**config.mk**
```make
export PLATFORM = sky130hd
export DESIGN_NAME = alu_mc
export DESIGN_NICKNAME = d
export VERILOG_FILES = /design/src/rtl/alu_pkg.sv /design/src/rtl/alu_mul_iter.sv /design/src/rtl/alu_mc.sv
export SDC_FILE = /design/constraint.sdc
export NUM_CORES = 1
export LEC_CHECK = 0
export CORE_MARGIN = 4
export CORE_UTILIZATION = 55
export CTS_CLUSTER_SIZE = 40
export DETAILED_ROUTE_END_ITERATION = 8
export PLACE_DENSITY = 0.9
export RECOVER_POWER = 50
export SKIP_CTS_REPAIR_TIMING = 1
export SLEW_MARGIN = 5
export SYNTH_ARGS = -nofsm -noshare
export SYNTH_HDL_FRONTEND = slang
export SYNTH_SLANG_ARGS = --single-unit
```
**constraint.sdc**
```tcl
create_clock -name clk -period 5.81 [get_ports clk]
set_clock_uncertainty 0.1 [all_clocks]
set_input_delay 1.162 -clock clk [delete_from_list [all_inputs] [get_ports clk]]
set_output_delay 1.162 -clock clk [all_outputs]
set_load 0.02 [all_outputs]
```
**src/rtl/alu_pkg.sv**
```systemverilog
// Shared definitions for the multi-cycle ALU: operation codes and the
// handshake FSM state encoding.
package alu_pkg;

  localparam logic [3:0] OP_AND  = 4'b0000;
  localparam logic [3:0] OP_OR   = 4'b0001;
  localparam logic [3:0] OP_ADD  = 4'b0010;
  localparam logic [3:0] OP_SUB  = 4'b0110;
  localparam logic [3:0] OP_SLT  = 4'b0111;
  localparam logic [3:0] OP_NOR  = 4'b1100;
  localparam logic [3:0] OP_MULU = 4'b1000;

  typedef enum logic [1:0] {
    ST_IDLE = 2'd0,
    ST_MUL  = 2'd1,
    ST_DONE = 2'd2
  } alu_state_e;

endpackage

```
**src/rtl/alu_mul_iter.sv**
```systemverilog
// Radix-2 shift-add unsigned multiplier, one iteration per clock.
// Ports:
//   clk, reset  - clock and synchronous active-high reset
//   start       - latch operands and clear the accumulator
//   a, b        - multiplicand and multiplier (sampled on start)
//   done        - high during the cycle whose edge completes the last iteration
//   prod_next   - accumulator value after this cycle's iteration; the full
//                 product when done is high
module alu_mul_iter #(
  parameter int unsigned WIDTH = 32,
  parameter int unsigned CNTW  = $clog2(WIDTH + 1)
) (
  input  logic               clk,
  input  logic               reset,
  input  logic               start,
  input  logic [WIDTH-1:0]   a,
  input  logic [WIDTH-1:0]   b,
  output logic               done,
  output logic [2*WIDTH-1:0] prod_next
);

  logic [WIDTH-1:0] mcand_q;
  logic [WIDTH-1:0] hi_q;
  // Low half starts as the multiplier and fills with product bits as it shifts.
  logic [WIDTH-1:0] lo_q;
  logic [CNTW-1:0]  cnt_q;
  logic             run_q;

  logic [WIDTH-1:0] addend;
  logic [WIDTH:0]   sum;

  always_comb begin
    addend    = lo_q[0] ? mcand_q : '0;
    sum       = {1'b0, hi_q} + {1'b0, addend};
    prod_next = {sum, lo_q[WIDTH-1:1]};
    done      = run_q && (cnt_q == CNTW'(WIDTH - 1));
  end

  always_ff @(posedge clk) begin
    if (reset) begin
      mcand_q <= '0;
      hi_q    <= '0;
      lo_q    <= '0;
      cnt_q   <= '0;
      run_q   <= 1'b0;
    end else if (start) begin
      mcand_q <= a;
      hi_q    <= '0;
      lo_q    <= b;
      cnt_q   <= '0;
      run_q   <= 1'b1;
    end else if (run_q) begin
      {hi_q, lo_q} <= prod_next;
      if (done) begin
        cnt_q <= '0;
        run_q <= 1'b0;
      end else begin
        cnt_q <= cnt_q + CNTW'(1);
      end
    end
  end

endmodule

```
**src/rtl/alu_mc.sv**
```systemverilog
// Multi-cycle integer ALU: AND/OR/ADD/SUB/SLT/NOR in one cycle, unsigned
// multiply over WIDTH cycles. Valid/ready on both sides, registered outputs.
// Ports:
//   clk, reset           - clock and synchronous active-high reset
//   in_valid/in_ready    - request handshake; in1, in2, op sampled on accept
//   out_valid/out_ready  - result handshake; outputs held while stalled
//   res, res_hi          - result / product halves (res_hi 0 unless MULU)
//   cout, overflow, zero - adder carry, signed overflow, res == 0
//   busy                 - multiply in progress
//   op_err               - accepted op code was undefined
module alu_mc
  import alu_pkg::*;
#(
  parameter int unsigned WIDTH = 32
) (
  input  logic             clk,
  input  logic             reset,
  input  logic             in_valid,
  output logic             in_ready,
  input  logic [WIDTH-1:0] in1,
  input  logic [WIDTH-1:0] in2,
  input  logic [3:0]       op,
  output logic             out_valid,
  input  logic             out_ready,
  output logic [WIDTH-1:0] res,
  output logic [WIDTH-1:0] res_hi,
  output logic             cout,
  output logic             overflow,
  output logic             zero,
  output logic             busy,
  output logic             op_err
);

  localparam int unsigned CNTW = $clog2(WIDTH + 1);

  alu_state_e       state_q;
  logic [WIDTH-1:0] res_q;
  logic [WIDTH-1:0] res_hi_q;
  logic             cout_q;
  logic             ovf_q;
  logic             zero_q;
  logic             err_q;

  logic             accept;
  logic             mul_start;
  logic             mul_done;
  logic [2*WIDTH-1:0] mul_prod;

  // Single-cycle datapath
  logic             sub_like;
  logic [WIDTH-1:0] b_x;
  logic [WIDTH:0]   sum;
  logic             add_ovf;
  logic [WIDTH-1:0] alu_res;
  logic             alu_cout;
  logic             alu_ovf;
  logic             alu_err;
  logic             alu_zero;

  always_comb begin
    sub_like = (op == OP_SUB) || (op == OP_SLT);
    b_x      = sub_like ? ~in2 : in2;
    sum      = {1'b0, in1} + {1'b0, b_x} + {{WIDTH{1'b0}}, sub_like};
    // Carry into the MSB is recovered from the MSB sum bit and its operands.
    add_ovf  = (in1[WIDTH-1] ^ b_x[WIDTH-1] ^ sum[WIDTH-1]) ^ sum[WIDTH];

    alu_res  = '0;
    alu_cout = 1'b0;
    alu_ovf  = 1'b0;
    alu_err  = 1'b0;
    case (op)
      OP_AND: alu_res = in1 & in2;
      OP_OR:  alu_res = in1 | in2;
      OP_NOR: alu_res = ~(in1 | in2);
      OP_ADD, OP_SUB: begin
        alu_res  = sum[WIDTH-1:0];
        alu_cout = sum[WIDTH];
        alu_ovf  = add_ovf;
      end
      OP_SLT: begin
        alu_res[0] = sum[WIDTH-1] ^ add_ovf;
        alu_cout   = sum[WIDTH];
      end
      OP_MULU: ;
      default: alu_err = 1'b1;
    endcase
    alu_zero = !alu_err && (alu_res == '0);
  end

  always_comb begin
    in_ready  = (state_q == ST_IDLE) || ((state_q == ST_DONE) && out_ready);
    accept    = in_valid && in_ready;
    mul_start = accept && (op == OP_MULU);
  end

  alu_mul_iter #(
    .WIDTH (WIDTH),
    .CNTW  (CNTW)
  ) u_mul (
    .clk       (clk),
    .reset     (reset),
    .start     (mul_start),
    .a         (in1),
    .b         (in2),
    .done      (mul_done),
    .prod_next (mul_prod)
  );

  always_ff @(posedge clk) begin
    if (reset) begin
      state_q  <= ST_IDLE;
      res_q    <= '0;
      res_hi_q <= '0;
      cout_q   <= 1'b0;
      ovf_q    <= 1'b0;
      zero_q   <= 1'b0;
      err_q    <= 1'b0;
    end else if (accept) begin
      err_q <= alu_err;
      if (op == OP_MULU) begin
        // Result registers keep the previous value until the product lands.
        state_q <= ST_MUL;
      end else begin
        state_q  <= ST_DONE;
        res_q    <= alu_res;
        res_hi_q <= '0;
        cout_q   <= alu_cout;
        ovf_q    <= alu_ovf;
        zero_q   <= alu_zero;
      end
    end else if ((state_q == ST_MUL) && mul_done) begin
      state_q           <= ST_DONE;
      {res_hi_q, res_q} <= mul_prod;
      cout_q            <= 1'b0;
      ovf_q             <= 1'b0;
      zero_q            <= (mul_prod[WIDTH-1:0] == '0);
    end else if ((state_q == ST_DONE) && out_ready) begin
      state_q <= ST_IDLE;
    end
  end

  assign out_valid = (state_q == ST_DONE);
  assign busy      = (state_q == ST_MUL);
  assign res       = res_q;
  assign res_hi    = res_hi_q;
  assign cout      = cout_q;
  assign overflow  = ovf_q;
  assign zero      = zero_q;
  assign op_err    = err_q;

endmodule

```
==> results of run 1 <==
## stage by stage
stage / hold slack (ps) / util / setup slack (ps) / instance area, µm²
floorplan: 332 / - / 952 / 11700
global placement: 338 / 0.635 / 291 / 13300
detailed placement: 344 / 0.635 / 346 / 13300
CTS: 353 / 0.663 / 722 / 13900
global route: 365 / 0.662 / 479 / 13900
finish: 350 / 0.663 / 660 / 13900
## sequential cells by signal, indices dropped and copies added (netlist names)
register and flops:
overflow 1, u_mul.hi_q 32, u_mul.cnt_q 6, u_mul.lo_q 32, cout 1, zero 1, res 32, u_mul.mcand_q 32
op_err 1, u_mul.run_q 1, res_hi 32, state_q 2
## synthesized netlist by cell type, drive strengths merged, types with 10 or more instances
| cell | count |
|---|---|
| dfxtp | 173 |
| nor2 | 155 |
| nand2 | 142 |
| a21oi | 126 |
| clkbuf | 66 |
| ha | 66 |
| mux2i | 60 |
| o21ai | 55 |
| xnor2 | 55 |
| a211oi | 49 |
| a22oi | 42 |
| a21o | 41 |
| and2 | 39 |
| nor3 | 37 |
| inv | 23 |
| nand3 | 23 |
| maj3 | 22 |
| buf | 20 |
| nand4 | 19 |
| xor2 | 19 |
| a221oi | 15 |
| nor4 | 13 |
| o31ai | 12 |
| nand2b | 11 |
| nor3b | 11 |
| o21a | 11 |
| and3 | 10 |
## cell families after synthesis
kind of cell	synth area share
AND/OR/NAND/NOR	0.211
AO/OA/AOI/OAI	0.253
flip-flops	0.297
buffers and inverters	0.0361
adder cells (fa/ha/maj)	0.0931
XOR/XNOR	0.0556
multiplexers	0.0544
## cells in the final DEF (no fill, tap or decap), types with 8 or more instances in the layout
cell type | synthesis | final
nor2_1 | 155 | 154
a21oi_1 | 125 | 124
a22oi_1 | 41 | 41
xor2_1 | 19 | 19
a211oi_1 | 49 | 49
nor2b_1 | 9 | 9
a31oi_1 | 8 | 8
nand4_1 | 19 | 19
and2_1 | 38 | 38
buf_4 | 0 | 23
nor3b_1 | 9 | 8
clkdlybuf4s50_1 | 0 | 70
a221oi_1 | 15 | 15
ha_1 | 66 | 66
nand2_1 | 142 | 141
inv_1 | 23 | 23
a21o_1 | 41 | 41
dlygate4sd3_1 | 0 | 71
nand2b_1 | 11 | 11
dfxtp_1 | 173 | 172
and3_1 | 10 | 10
o31ai_1 | 11 | 11
xnor2_1 | 55 | 55
nor4_1 | 12 | 12
maj3_1 | 22 | 22
o21bai_1 | 8 | 8
o21a_1 | 11 | 11
o21ai_0 | 49 | 49
nand3_1 | 23 | 23
nor3_1 | 37 | 36
mux2i_1 | 60 | 60
o211ai_1 | 8 | 8
clkbuf_16 | 0 | 17
## metal layers
layer / GRT usage / vias up / routed length, µm
met2: 0.492 / 649 / 17000
met3: 0.0636 / 133 / 3470
met5: 0 / - / 0
met4: 0.128 / 0 / 1580
met1: 0.399 / 5591 / 15400
li1: - / 5531 / -
## worst paths after layout
path | startpoint | to | slack [ps] | depth (start not counted)
worst max register to register | u_mul.lo_q[0]$_SDFFE_PP0P_ | u_mul.hi_q[31]$_SDFFE_PP0P_ | 1390 | 10
worst max-delay path | op[2] | zero$_SDFFE_PP0P_ | 660 | 16
worst min register to register | res_hi[27]$_SDFFE_PP0P_ | res_hi[27]$_SDFFE_PP0P_ | 350 | 2
worst min-delay path | res_hi[27]$_SDFFE_PP0P_ | res_hi[27]$_SDFFE_PP0P_ | 350 | 2
## worst max-delay path, stage by stage
cell and delay, ps:
clkdlybuf4s50_1 470, nor2b_1 190, nand2_1 120, buf_12 200
xnor2_1 160, ha_1 380, and4_1 270, nor3b_2 230
a22oi_2 110, o311a_2 480, o31ai_4 350, a311oi_2 170
xnor2_1 160, a2111oi_0 600, and4_1 280, a21bo_1 110
## area by class of cell
| cell class | count | area, µm² | area share |
|---|---|---|---|
| diodes | 1 | 2.50 | 0.000180 |
| clock inverters | 10 | 82.6 | 0.00595 |
| multi-input cells | 1168 | 7810 | 0.562 |
| flip-flops and latches | 173 | 3470 | 0.250 |
| repair buffers | 166 | 1610 | 0.116 |
| clock buffers | 22 | 484 | 0.0349 |
| inverters | 23 | 86.3 | 0.00622 |
| well taps | 275 | 344 | 0.0248 |
## power by group through the flow
stage,sequential (W),clock [W],combinational (W)
after floorplan,0.00126,0,0.000400
after global placement,0.00125,0,0.000637
after detailed placement,0.00126,0,0.000639
after CTS,0.00123,0.00111,0.000643
after global routing,0.00123,0.00116,0.000704
final,0.00123,0.00112,0.000653
==> summary.md, run 1 <==
| Metric | Value |
|---|---|
| Status | `finished with violations` |
| Failing checks | `max-capacitance violations, max-slew violations` |
| Syn nets | `between 1500 and 2000` |
| Seq/Total Area, Yosys | `0.297` |
| Via count | `roughly 12000` |
| Worst setup path class | `input pin to flop` |
| Residual DRC | `0` |
| Synthesis-to-finish area growth | `19.0%` |
| Synth Area per Inst | `about 8.0 µm²` |
| Maximum vdd drop | `0.193 mV` |
| Post-synth top area share | `0.297` |
| LEAKAGE | `approximately 5.5 nW` |
| Chip height | `~150 µm` |
| Cell taking the most area after synthesis | `dfxtp_1` |
| Cell total after placement | `approximately 1800` |
| Post-Layout Cell Count | `around 1800` |
| Initial Util | `0.557` |
| Crit path capture type | `flop` |
| CTS root buf | `clkbuf_16` |
| Slew Limit Fails | `just under 100` |
| Port bufs | `about 140` |
| First-pass GRT wire length | `between 50 and 60 mm` |
| Worst Path Arrival | `5440 ps` |
| Sink Count | `173` |
| Crit Path Max Fanout | `31` |
| Post-Route Setup TNS | `0 ps` |
| CTS tree | `built` |
| Sequential power share | `0.409` |
| Largest net degree at the start of global routing | `99` |
| Layout Nets | `about 1700` |
| Clock tree buffer depth | `2` |
| Worst-path clk slew | `70 ps` |
| Switch Pwr | `just over 0.0009 W` |
| Clock network power share | `0.373` |
| # setup viols final | `0` |
| Worst Hold Class | `flop to flop` |
| HPWL after DPL | `26.9 mm` |
| Num rows | `53` |
| Vias in the first global route | `between 10000 and 15000` |
| Die area | `23600 µm²` |
| Initial antenna violation count | `0` |
| Ports | `143` |
| Fill count | `~1800` |
| Mapped Area | `11700 µm²` |
| Unique masters post-synth | `approximately 80` |
| Gate power share | `0.218` |
| Width of the die | `154 µm` |
| Synthesized flop and latch total | `around 170` |
| H-tree levels | `4` |
| Max frequency | `0.194 GHz` |
| Endpoints failing hold | `0` |
| Internal | `about 0.0021 W` |
| Main flop type after synthesis | `dfxtp_1` |
| GPL Wtd Cong | `around 0.97` |
| Worst-margin pin slew | `slightly below 2000 ps` |
| Routed Wire Length | `between 30 and 40 mm` |
| TritonCTS Buffers | `17` |
| Final period utilization | `0.886` |
| YS warnings | `0` |
| Pwr Density | `between 200 and 250 nW/µm²` |
| Core box area | `approximately 21000 µm²` |
| Synth async-reset ratio | `0` |
| Startpoint types | `input pin` |
| Main area contributors after synthesis | `dfxtp_1 (30%), ha_1 (7.1%), a21oi_1 (5.4%)` |
| Sw Share | `0.310` |
| Latest clock arrival within the worst-skew pair | `~440 ps` |
| Share of cells above drive strength 1 | `0.0519` |
| Antenna-violating nets left | `0` |
| Final worst path period need | `5150 ps` |
| Synth Instances | `roughly 1500` |
| Number of synthesized flops with an enable pin | `0` |
| Vias per cell | `6.48` |
| DRT iter0 DRCs | `roughly 1100` |
| Routed len/inst | `around 20 µm` |
| MaxCap Viol Count | `1` |
| RSZ-0062 raised after global routing | `false` |
| Tot Pwr | `~0.0030 W` |
| Relative slew margins | `-0.300` |
| Iteration count of the initial detailed-routing pass | `5` |
| Total Routing Usage GR | `0.305` |
| Worst EP required | `roughly 6100 ps` |
| Gr ovfl total | `0` |
(Power assumes the default switching activity.)
==> inputs of run 2 (changes only) <==
--- a/config.mk
+++ b/config.mk
@@ -9,8 +9,10 @@
 export CORE_UTILIZATION = 55
 export CTS_CLUSTER_SIZE = 40
 export DETAILED_ROUTE_END_ITERATION = 8
+export MAX_ROUTING_LAYER = met4
 export PLACE_DENSITY = 0.9
 export RECOVER_POWER = 50
+export REMOVE_ABC_BUFFERS = 1
 export SKIP_CTS_REPAIR_TIMING = 1
 export SLEW_MARGIN = 5
 export SYNTH_ARGS = -nofsm -noshare
==> summary.md, run 2 (synthesized netlist as in run 1, its figures left out) <==
| Metric | Value |
|---|---|
| Max frequency | `0.195 GHz (+0.35%)` |
| Share of cells above drive strength 1 | `0.0494 (-0.00247)` |
| Worst setup path class | `input pin to flop` |
| CTS root buf | `clkbuf_16` |
| Status | `finished with violations` |
| Pwr Density | `221 nW/µm² (+2.2%)` |
| GPL Wtd Cong | `1.03 (+6.0%)` |
| Num rows | `53 (unchanged)` |
| Total Routing Usage GR | `0.312 (+0.00642)` |
| Chip height | `154 µm (unchanged)` |
| Slew Limit Fails | `114 (+15%)` |
| HPWL after DPL | `26.1 mm (-2.8%)` |
| Clock tree buffer depth | `2 (unchanged)` |
| Ports | `143 (unchanged)` |
| Sink Count | `173 (unchanged)` |
| Worst Hold Class | `flop to flop` |
| CP max-delay cell | `or4_1` |
| Crit path largest cell delay | `530 ps (-70 ps)` |
| Gr ovfl total | `0 (unchanged)` |
| Vias per cell | `6.38 (-1.6%)` |
| Cell total after placement | `1802 (-0.17%)` |
| Maximum vdd drop | `0.203 mV (+5.2%)` |
| Failing checks | `max-capacitance violations, max-slew violations` |
| Initial antenna violation count | `1 (+1)` |
| Crit Path Max Fanout | `31 (unchanged)` |
| Iteration count of the initial detailed-routing pass | `6 (+1)` |
| Via count | `11700 (-1.7%)` |
| Synthesis-to-finish area growth | `18.9%` |
| Vias in the first global route | `11200 (-1.4%)` |
| H-tree levels | `4 (unchanged)` |
| Most frequent cells in the layout | `dfxtp_1 (172), nor2_1 (154), nand2_1 (141)` |
| Worst EP required | `6090 ps (about the same)` |
| Core box area | `21000 µm² (unchanged)` |
| Commonest non-fill, non-tap cell in the layout | `dfxtp_1` |
| Width of the die | `154 µm (unchanged)` |
| Worst Path Arrival | `5410 ps (-30 ps)` |
| Finished Cell Area | `13900 µm² (-0.13%)` |
| RSZ-0062 raised after global routing | `false` |
| Startpoint types | `input pin` |
| Routed len/inst | `20.3 µm (-0.21%)` |
| Post-Layout Cell Count | `1835 (-0.16%)` |
| TritonCTS Buffers | `17 (unchanged)` |
| Tot Pwr | `0.00307 W (+2.1%)` |
| Worst-margin pin slew | `1650 ps (-297 ps)` |
| CP cell instances | `clkdlybuf4s50_1 > nor2b_1 > nand2_2 > buf_4 > xnor2_1 > fa_1 > xor2_1 > a32oi_1 > o211ai_1 > or4_1 > nor4_1 > and4b_1 > nand4_1 > nor4_1 > and4_1 > a21bo_1` |
| Critical path's most frequent cell | `nor4_1` |
| Fill count | `1757 (-2.3%)` |
| CTS tree | `built` |
| Crit path capture type | `flop` |
| Layout Nets | `1686 (-0.18%)` |
| Residual DRC | `0 (unchanged)` |
| Antenna-violating nets left | `0 (unchanged)` |
| Largest net degree at the start of global routing | `66 (-33%)` |
| Die area | `23600 µm² (unchanged)` |
| # setup viols final | `0 (unchanged)` |
| Final period utilization | `0.883 (-0.00313)` |
| Final worst path period need | `5130 ps (-18.2 ps)` |
| Endpoints failing hold | `0 (unchanged)` |
| Relative slew margins | `-0.102 (+0.198)` |
| LEAKAGE | `5.46 nW (-0.11%)` |
| First-pass GRT wire length | `58.9 mm (-0.91%)` |
| Port bufs | `142 (unchanged)` |
| MaxCap Viol Count | `2 (+1)` |
| DRT iter0 DRCs | `1063 (-0.094%)` |
| Placed instance area | `13300 µm² (-0.24%)` |
| Worst-path clk slew | `70 ps (about the same)` |
| Initial Util | `0.557 (unchanged)` |
| Latest clock arrival within the worst-skew pair | `440 ps (about the same)` |
| Routed Wire Length | `37.3 mm (-0.37%)` |
[run 2: cell count changes in the layout (fill, tap and decap cells not counted), moves of 2 or more]
cell	change
clkinv_4	-3
buf_4	-3
inv_6	+3
clkbuf_8	-2
[run 2: critical path: cells and delay by family]
kind	cells	cell delay [ps]
adder cells (fa/ha/maj)	1	480
AND/OR/NAND/NOR	8	2060
buffers and inverters	2	890
AO/OA/AOI/OAI	3	420
XOR/XNOR	2	400
[run 2: worst paths after layout]
kind                                               startpoint                             to  slack (ps)  cells past startpoint
worst max-delay path                                    op[2]              zero$_SDFFE_PP0P_         680                     16
worst min-delay path            u_mul.mcand_q[7]$_SDFFE_PP0P_  u_mul.mcand_q[7]$_SDFFE_PP0P_         350                      2
worst min register to register  u_mul.mcand_q[7]$_SDFFE_PP0P_  u_mul.mcand_q[7]$_SDFFE_PP0P_         350                      2
worst max register to register     u_mul.lo_q[0]$_SDFFE_PP0P_    u_mul.hi_q[29]$_SDFFE_PP0P_        1270                     14
[run 2: metrics by stage]
step | hold WS (ps) | worst slack, ps | TNS, ps | util
4_1_cts | 351 | 691 | 0 | 0.662
3_5_place_dp | 342 | 245 | 0 | 0.634
3_3_place_gp | 337 | 392 | 0 | 0.634
2_1_floorplan | 326 | -1790 | -40920 | -
5_1_grt | 373 | 422 | 0 | 0.662
6_report | 353 | 678 | 0 | 0.662
[run 2: area by class of cell]
type | instances | area (µm²) | area share
inverter | 23 | 86.3 | 0.00623
tap | 275 | 344 | 0.0248
multi-input combinational | 1168 | 7800 | 0.562
clock inverter | 11 | 116 | 0.00839
timing repair buffer | 163 | 1570 | 0.113
clock buffer | 21 | 482 | 0.0347
antenna | 1 | 2.50 | 0.000180
sequential | 173 | 3470 | 0.250
[run 2: report_power, final]
group / switching, W / internal (W)
Sequential: 0.0000211 / 0.00121
Combinational: 0.000387 / 0.000257
Clock: 0.000540 / 0.000653
[run 2: routing by layer]
layer  up-vias  GRT usage  part of all wire
met3        83     0.0394             0.072
li1       5538          -                 -
met1      5596      0.406              0.43
met4         0      0.120             0.033
met5         -          -                 0
met2       483      0.497              0.47
==> inputs of run 3 (changes only) <==
--- a/config.mk
+++ b/config.mk
@@ -9,6 +9,7 @@
 export CORE_UTILIZATION = 55
 export CTS_CLUSTER_SIZE = 40
 export DETAILED_ROUTE_END_ITERATION = 8
+export HOLD_SLACK_MARGIN = 0.15
 export MAX_ROUTING_LAYER = met4
 export PLACE_DENSITY = 0.9
 export RECOVER_POWER = 50
==> results of run 3 <==
No change in the layout: final DEF, timing and power equal those of run 2.
